--- src/rtl/mcu_spi_slave.sv ---
`timescale 1ns/1ps
`default_nettype none
// ============================================================================
// Module   : mcu_spi_slave
// Brief    : Mode-0 SPI slave front end for the system control register block.
//            Oversamples CS/SCLK/MOSI in the clk domain, deserialises MOSI
//            bytes into a one-cycle strobe with a frame-start flag and shifts
//            the control block's response byte out on MISO during the
//            following byte.
// Options  : `define MCU_SPI_GLITCH_FILTER_EN adds a 3-sample majority filter
//            on synchronised SCLK (rejects 1-clk pulses, +1 clk latency).
// Revision : 1.0 - initial release
// ============================================================================
module mcu_spi_slave #(
    parameter int SYNC_STAGES = 2          // legal range 2..4
) (
    input  logic       clk,
    input  logic       reset,
    input  logic       spi_cs_n,
    input  logic       spi_sclk,
    input  logic       spi_mosi,
    output logic       spi_miso,
    output logic       data_out_strobe,
    output logic       data_out_start,
    output logic [7:0] data_out,
    input  logic [7:0] tx_data,
    output logic       frame_active
);

    // ------------------------------------------------------------------
    // Input synchronisers. Chains reset to 0 so that, after reset, CS only
    // looks idle once a real high level has travelled through the chain;
    // this is what keeps a reset released mid-frame from arming early.
    // ------------------------------------------------------------------
    logic [SYNC_STAGES-1:0] cs_sync;
    logic [SYNC_STAGES-1:0] sclk_sync;
    logic [SYNC_STAGES-1:0] mosi_sync;

    // Shift each asynchronous pin through its synchroniser chain
    always_ff @(posedge clk) begin
        if (reset) begin
            cs_sync   <= '0;
            sclk_sync <= '0;
            mosi_sync <= '0;
        end else begin
            cs_sync   <= {cs_sync[SYNC_STAGES-2:0],   spi_cs_n};
            sclk_sync <= {sclk_sync[SYNC_STAGES-2:0], spi_sclk};
            mosi_sync <= {mosi_sync[SYNC_STAGES-2:0], spi_mosi};
        end
    end

    logic cs_s;
    logic sclk_s;
    logic mosi_s;
    logic sclk_f;

    assign cs_s   = cs_sync[SYNC_STAGES-1];
    assign sclk_s = sclk_sync[SYNC_STAGES-1];
    assign mosi_s = mosi_sync[SYNC_STAGES-1];

`ifdef MCU_SPI_GLITCH_FILTER_EN
    // Two previous SCLK samples for the majority vote
    logic [1:0] sclk_hist;

    // Keep a short history of synchronised SCLK
    always_ff @(posedge clk) begin
        if (reset) begin
            sclk_hist <= 2'b00;
        end else begin
            sclk_hist <= {sclk_hist[0], sclk_s};
        end
    end

    // 2-of-3 vote: a level must persist for two samples to be seen
    assign sclk_f = (sclk_s & sclk_hist[0]) |
                    (sclk_s & sclk_hist[1]) |
                    (sclk_hist[0] & sclk_hist[1]);
`else
    assign sclk_f = sclk_s;
`endif

    // ------------------------------------------------------------------
    // Edge detection. Events are registered so that CS and SCLK events
    // reach the core logic in the same aligned cycle; the CS branch is
    // evaluated first there, which gives it priority over a coincident
    // SCLK edge.
    // ------------------------------------------------------------------
    logic cs_prev;
    logic sclk_prev;
    logic cs_fall_e;
    logic cs_low_e;
    logic sclk_rise_e;
    logic sclk_fall_e;
    logic mosi_e;

    // Previous-value registers and registered edge events
    always_ff @(posedge clk) begin
        if (reset) begin
            cs_prev     <= 1'b0;
            sclk_prev   <= 1'b0;
            cs_fall_e   <= 1'b0;
            cs_low_e    <= 1'b0;
            sclk_rise_e <= 1'b0;
            sclk_fall_e <= 1'b0;
            mosi_e      <= 1'b0;
        end else begin
            cs_prev     <= cs_s;
            sclk_prev   <= sclk_f;
            cs_fall_e   <= cs_prev & ~cs_s;
            cs_low_e    <= ~cs_s;
            sclk_rise_e <= sclk_f & ~sclk_prev;
            sclk_fall_e <= ~sclk_f & sclk_prev;
            mosi_e      <= mosi_s;
        end
    end

    // ------------------------------------------------------------------
    // Core shift/count logic
    // ------------------------------------------------------------------
    logic       armed;
    logic       start_pending;
    logic       byte_done;
    logic [2:0] bit_cnt;
    logic [7:0] rx_shift;
    logic [7:0] tx_shift;

    // MISO is the MSB of the transmit shifter: loading drives tx_data[7],
    // shifting presents the next bit, clearing drives 0.
    assign spi_miso = tx_shift[7];

    // Arming, bit counting, rx/tx shifting and the output strobe stage
    always_ff @(posedge clk) begin
        if (reset) begin
            armed           <= 1'b0;
            start_pending   <= 1'b0;
            byte_done       <= 1'b0;
            bit_cnt         <= 3'd0;
            rx_shift        <= 8'h00;
            tx_shift        <= 8'h00;
            data_out        <= 8'h00;
            data_out_strobe <= 1'b0;
            data_out_start  <= 1'b0;
            frame_active    <= 1'b0;
        end else begin
            // Output stage: one cycle after the eighth bit is captured
            byte_done       <= 1'b0;
            data_out_strobe <= byte_done;
            data_out_start  <= byte_done & start_pending;
            if (byte_done) begin
                data_out      <= rx_shift;
                start_pending <= 1'b0;
            end

            // Idle CS must be observed before any SCLK activity counts
            if (cs_s) begin
                armed <= 1'b1;
            end
            frame_active <= armed & ~cs_s;

            if (!armed) begin
                bit_cnt  <= 3'd0;
                tx_shift <= 8'h00;
            end else if (cs_fall_e) begin
                // New frame: first response byte is all zeros
                bit_cnt       <= 3'd0;
                start_pending <= 1'b1;
                tx_shift      <= 8'h00;
            end else if (!cs_low_e) begin
                // CS idle or just released: drop any partial byte
                bit_cnt       <= 3'd0;
                start_pending <= 1'b0;
                tx_shift      <= 8'h00;
            end else if (sclk_rise_e) begin
                rx_shift <= {rx_shift[6:0], mosi_e};
                bit_cnt  <= bit_cnt + 3'd1;
                if (bit_cnt == 3'd7) begin
                    byte_done <= 1'b1;
                end
            end else if (sclk_fall_e) begin
                // Counter at 0 marks the byte boundary, which trails the
                // strobe so a response registered after it goes out next
                if (bit_cnt == 3'd0) begin
                    tx_shift <= tx_data;
                end else begin
                    tx_shift <= {tx_shift[6:0], 1'b0};
                end
            end
        end
    end

endmodule
`default_nettype wire

--- config.mk ---
export PLATFORM = sky130hd
export DESIGN_NAME = mcu_spi_slave
export DESIGN_NICKNAME = d
export VERILOG_FILES = /design/src/rtl/mcu_spi_slave.sv
export SDC_FILE = /design/constraint.sdc
export NUM_CORES = 1
export LEC_CHECK = 0
export ABC_AREA = 1
export CORE_MARGIN = 2
export CORE_UTILIZATION = 60
export CTS_BUF_LIST = sky130_fd_sc_hd__clkbuf_8
export DETAILED_ROUTE_END_ITERATION = 12
export PLACE_DENSITY = 0.93
export SETUP_SLACK_MARGIN = 0.3
export SLEW_MARGIN = 10
export SYNTH_ARGS = -nofsm -noshare
export SYNTH_HDL_FRONTEND = slang
export SYNTH_SLANG_ARGS = --single-unit
--- constraint.sdc ---
create_clock -name clk -period 2.9 [get_ports clk]
set_input_delay 0.87 -clock clk [delete_from_list [all_inputs] [get_ports clk]]
set_output_delay 0.87 -clock clk [all_outputs]
set_load 0.005 [all_outputs]
==> results.ini <==
[worst_setup_path]
max_stage_delay_ns=0.51
cp_slowest_cell=clkdlybuf4s50_1
crit_start=tx_shift[7]
reg2reg_depth=7
cp.depth=1
crit_type=register to output port
r2r-end=tx_shift[1]
rrSetupSlack_ns=1.52
r2r_start=bit_cnt[0]
start_kind=register
crit_family=buffers and inverters
crit_buf_inv=1
endpoint=spi_miso
path_cells=clkdlybuf4s50_1
crit_arrival_ns=1.15
cp.required_ns=2.03
cp-end-kind=output port
crit_fanout=2

[power]
irDropWorstVdd_mv=0.5934
p_int_w=0.0008565
leakage_nw=0.9208
p_comb_share_pct=4.7
p_sw_share_pct=21.70
p_switching_w=0.0002374
power.density_nw_per_um2=521.0
seqPwrFrac_pct=59.0
total_power_w=0.001094
p_clk_share_pct=36.3

[timing]
finClkSkew_ns=0.005147
finalMaxSlewViolations=0
setup_violations=0
fin_crit_ns=2.023
setup_tns_ns=0
worst_slew_pin_slew_ns=0.4746
max_freq_ghz=0.4942
grt_setup_unrepaired=no
period_share_pct=69.77
hold_viol=0
slew_headroom_pct=68.24

[floorplan]
die_area_sq_um=3377
io_pins=25
start_util_pct=63.70
die_w_microns=58.11
core_sq_um=2758
die_y_microns=58.11
rows=19

[global_route]
grt_util_all_layers_pct=19.84
grt_first_pass_wirelength_mm=5.099
grt_max_degree=20
grt-ovfl-total=0
antenna_found_initial=0
grt_pass1_vias=1258

[synthesis]
syn-instance-count=231
synth_seq_cells=46
synth_fp_nets=247
syn-cell-area_sq_um=1757
yosys_warnings=0
ys_types=19
yosysSeqAreaShare_pct=52.42
syn_area_per_cell_sq_um=7.605

[clock_tree]
clock_path_buffers=2
root_buffer=clkbuf_8
holdBufCountCts=0
postCtsResizedCells=0
cts.sink_count=46
cts_setup_buffers=0
cts-htree-levels=2
cts_buffers=5
clk_pin_slew_ns=0.08
clk_latency_ns=0.30
cts_tree=yes

[placed_design]
dp_hpwl_mm=2.075
port_buffers=24
dpl-instance-area_sq_um=2004
gp_congestion=0.7922
place_inst=281

[detailed_routing]
drtAntennaViolNets=0
drt_first_pass_iters=4
remaining_drc_errors=0
vias_per_cell=5.052
vias=1460
wirelength_mm=2.969
wire_per_inst_microns=10.27
drtIter0Drc=84

[layout]
areaGrowthSynthToFinish_pct=19.52
stdcell_count=289
final_common_cell=dfxtp_1
final_cell_mix=dfxtp_1 (46), nor2_1 (44), nand2_1 (38)
fin_area_sq_um=2100
diodes=0
nFillCells=218
nNetsFinal=273
drive_above_1_share_pct=6.589

[flow_run]
cap_violations=0

[status]
outcome=finished, final reports clean

[hold_path]
holdCritPathClass=register to register
whs_path_depth=2

-- routing by layer --
metal	up-vias	track usage, %	share of wire, %
li1	762	-	-
met4	0	8.638	1.9
met2	46	32.63	49
met1	645	23.58	44
met3	7	6.696	5.8
met5	-	0	0
-- power groups by stage --
stage | Clock, W | Sequential [W] | Combinational [W]
floorplan | 0 | 0.000659 | 0.0000310
global placement | 0 | 0.000660 | 0.0000504
detailed placement | 0 | 0.000660 | 0.0000518
global route | 0.000424 | 0.000646 | 0.0000596
finish | 0.000397 | 0.000645 | 0.0000518
CTS | 0.000405 | 0.000645 | 0.0000524
-- kinds of logic (layout without fill, tap and decap cells) --
family                   Yosys count  count (layout)  share of synthesized area [%]
AND/OR/NAND/NOR                  112             112                          27.56
flip-flops                        46              46                          52.42
buffers and inverters             42              69                          9.900
AO/OA/AOI/OAI                     28              28                          7.977
adder cells (fa/ha/maj)            3               3                          2.137
-- worst min path at each step --
stage                   end  slack [ns]         start
2_1_floorplan    cs_sync[1]        0.39    cs_sync[0]
3_3_place_gp   mosi_sync[1]        0.39  mosi_sync[0]
3_5_place_dp   sclk_sync[1]        0.40  sclk_sync[0]
4_1_cts              mosi_e        0.41  mosi_sync[1]
5_1_grt              mosi_e        0.42  mosi_sync[1]
6_report             mosi_e        0.40  mosi_sync[1]
-- state kept, by name (all words and copies together) (netlist names), 2 cells and up --
signal	count
tx_shift	8
sclk_sync	2
rx_shift	8
mosi_sync	2
cs_sync	2
data_out	8
bit_cnt	3
-- synthesized netlist by cell type --
cell type  instances  area (sq um)
dfxtp_1           46         920.9
nor2_1            44         165.2
nand2_1           38         142.6
inv_1             32         120.1
nand3_1           23         115.1
a21oi_1           17         85.08
o21ai_0           11         55.05
buf_2              4         20.02
inv_2              4         15.01
ha_1               3         37.54
and3_1             1         6.260
buf_4              1         7.510
buf_6              1         11.26
nand2_2            1         6.260
nand2_4            1         11.26
nand4_1            1         6.260
nor2_2             1         6.260
nor2_8             1         20.02
nor3_1             1         5.000
-- worst register-to-register path, cell delays in order, from the launching register on --
cell and delay [ns]:
dfxtp_1 0.33, inv_1 0.08, ha_1 0.33, nand2_1 0.23, nand2_1 0.12, nand3_1 0.07
nand2_1 0.09, inv_1 0.03
-- layout make-up --
cell class	count	area [sq um]	share of cell area [%]
Sequential cell	46	920.9	43.86
Multi-Input combinational cell	143	661.9	31.53
Timing Repair Buffer	25	247.7	11.80
Inverter	36	135.1	6.436
Clock buffer	6	82.58	3.933
Tap cell	31	38.79	1.847
Clock inverter	2	12.51	0.5959
-- stage by stage --
step	util, %	hold slack (ns)	worst slack [ns]
2_1_floorplan	-	0.3883	1.407
3_3_place_gp	72.69	0.3899	0.9109
3_5_place_dp	72.69	0.3955	0.8499
4_1_cts	76.13	0.4065	0.8660
5_1_grt	76.13	0.4234	0.8322
6_report	76.13	0.4003	0.8765
No activity file was read; power rests on OpenSTA's default activity.
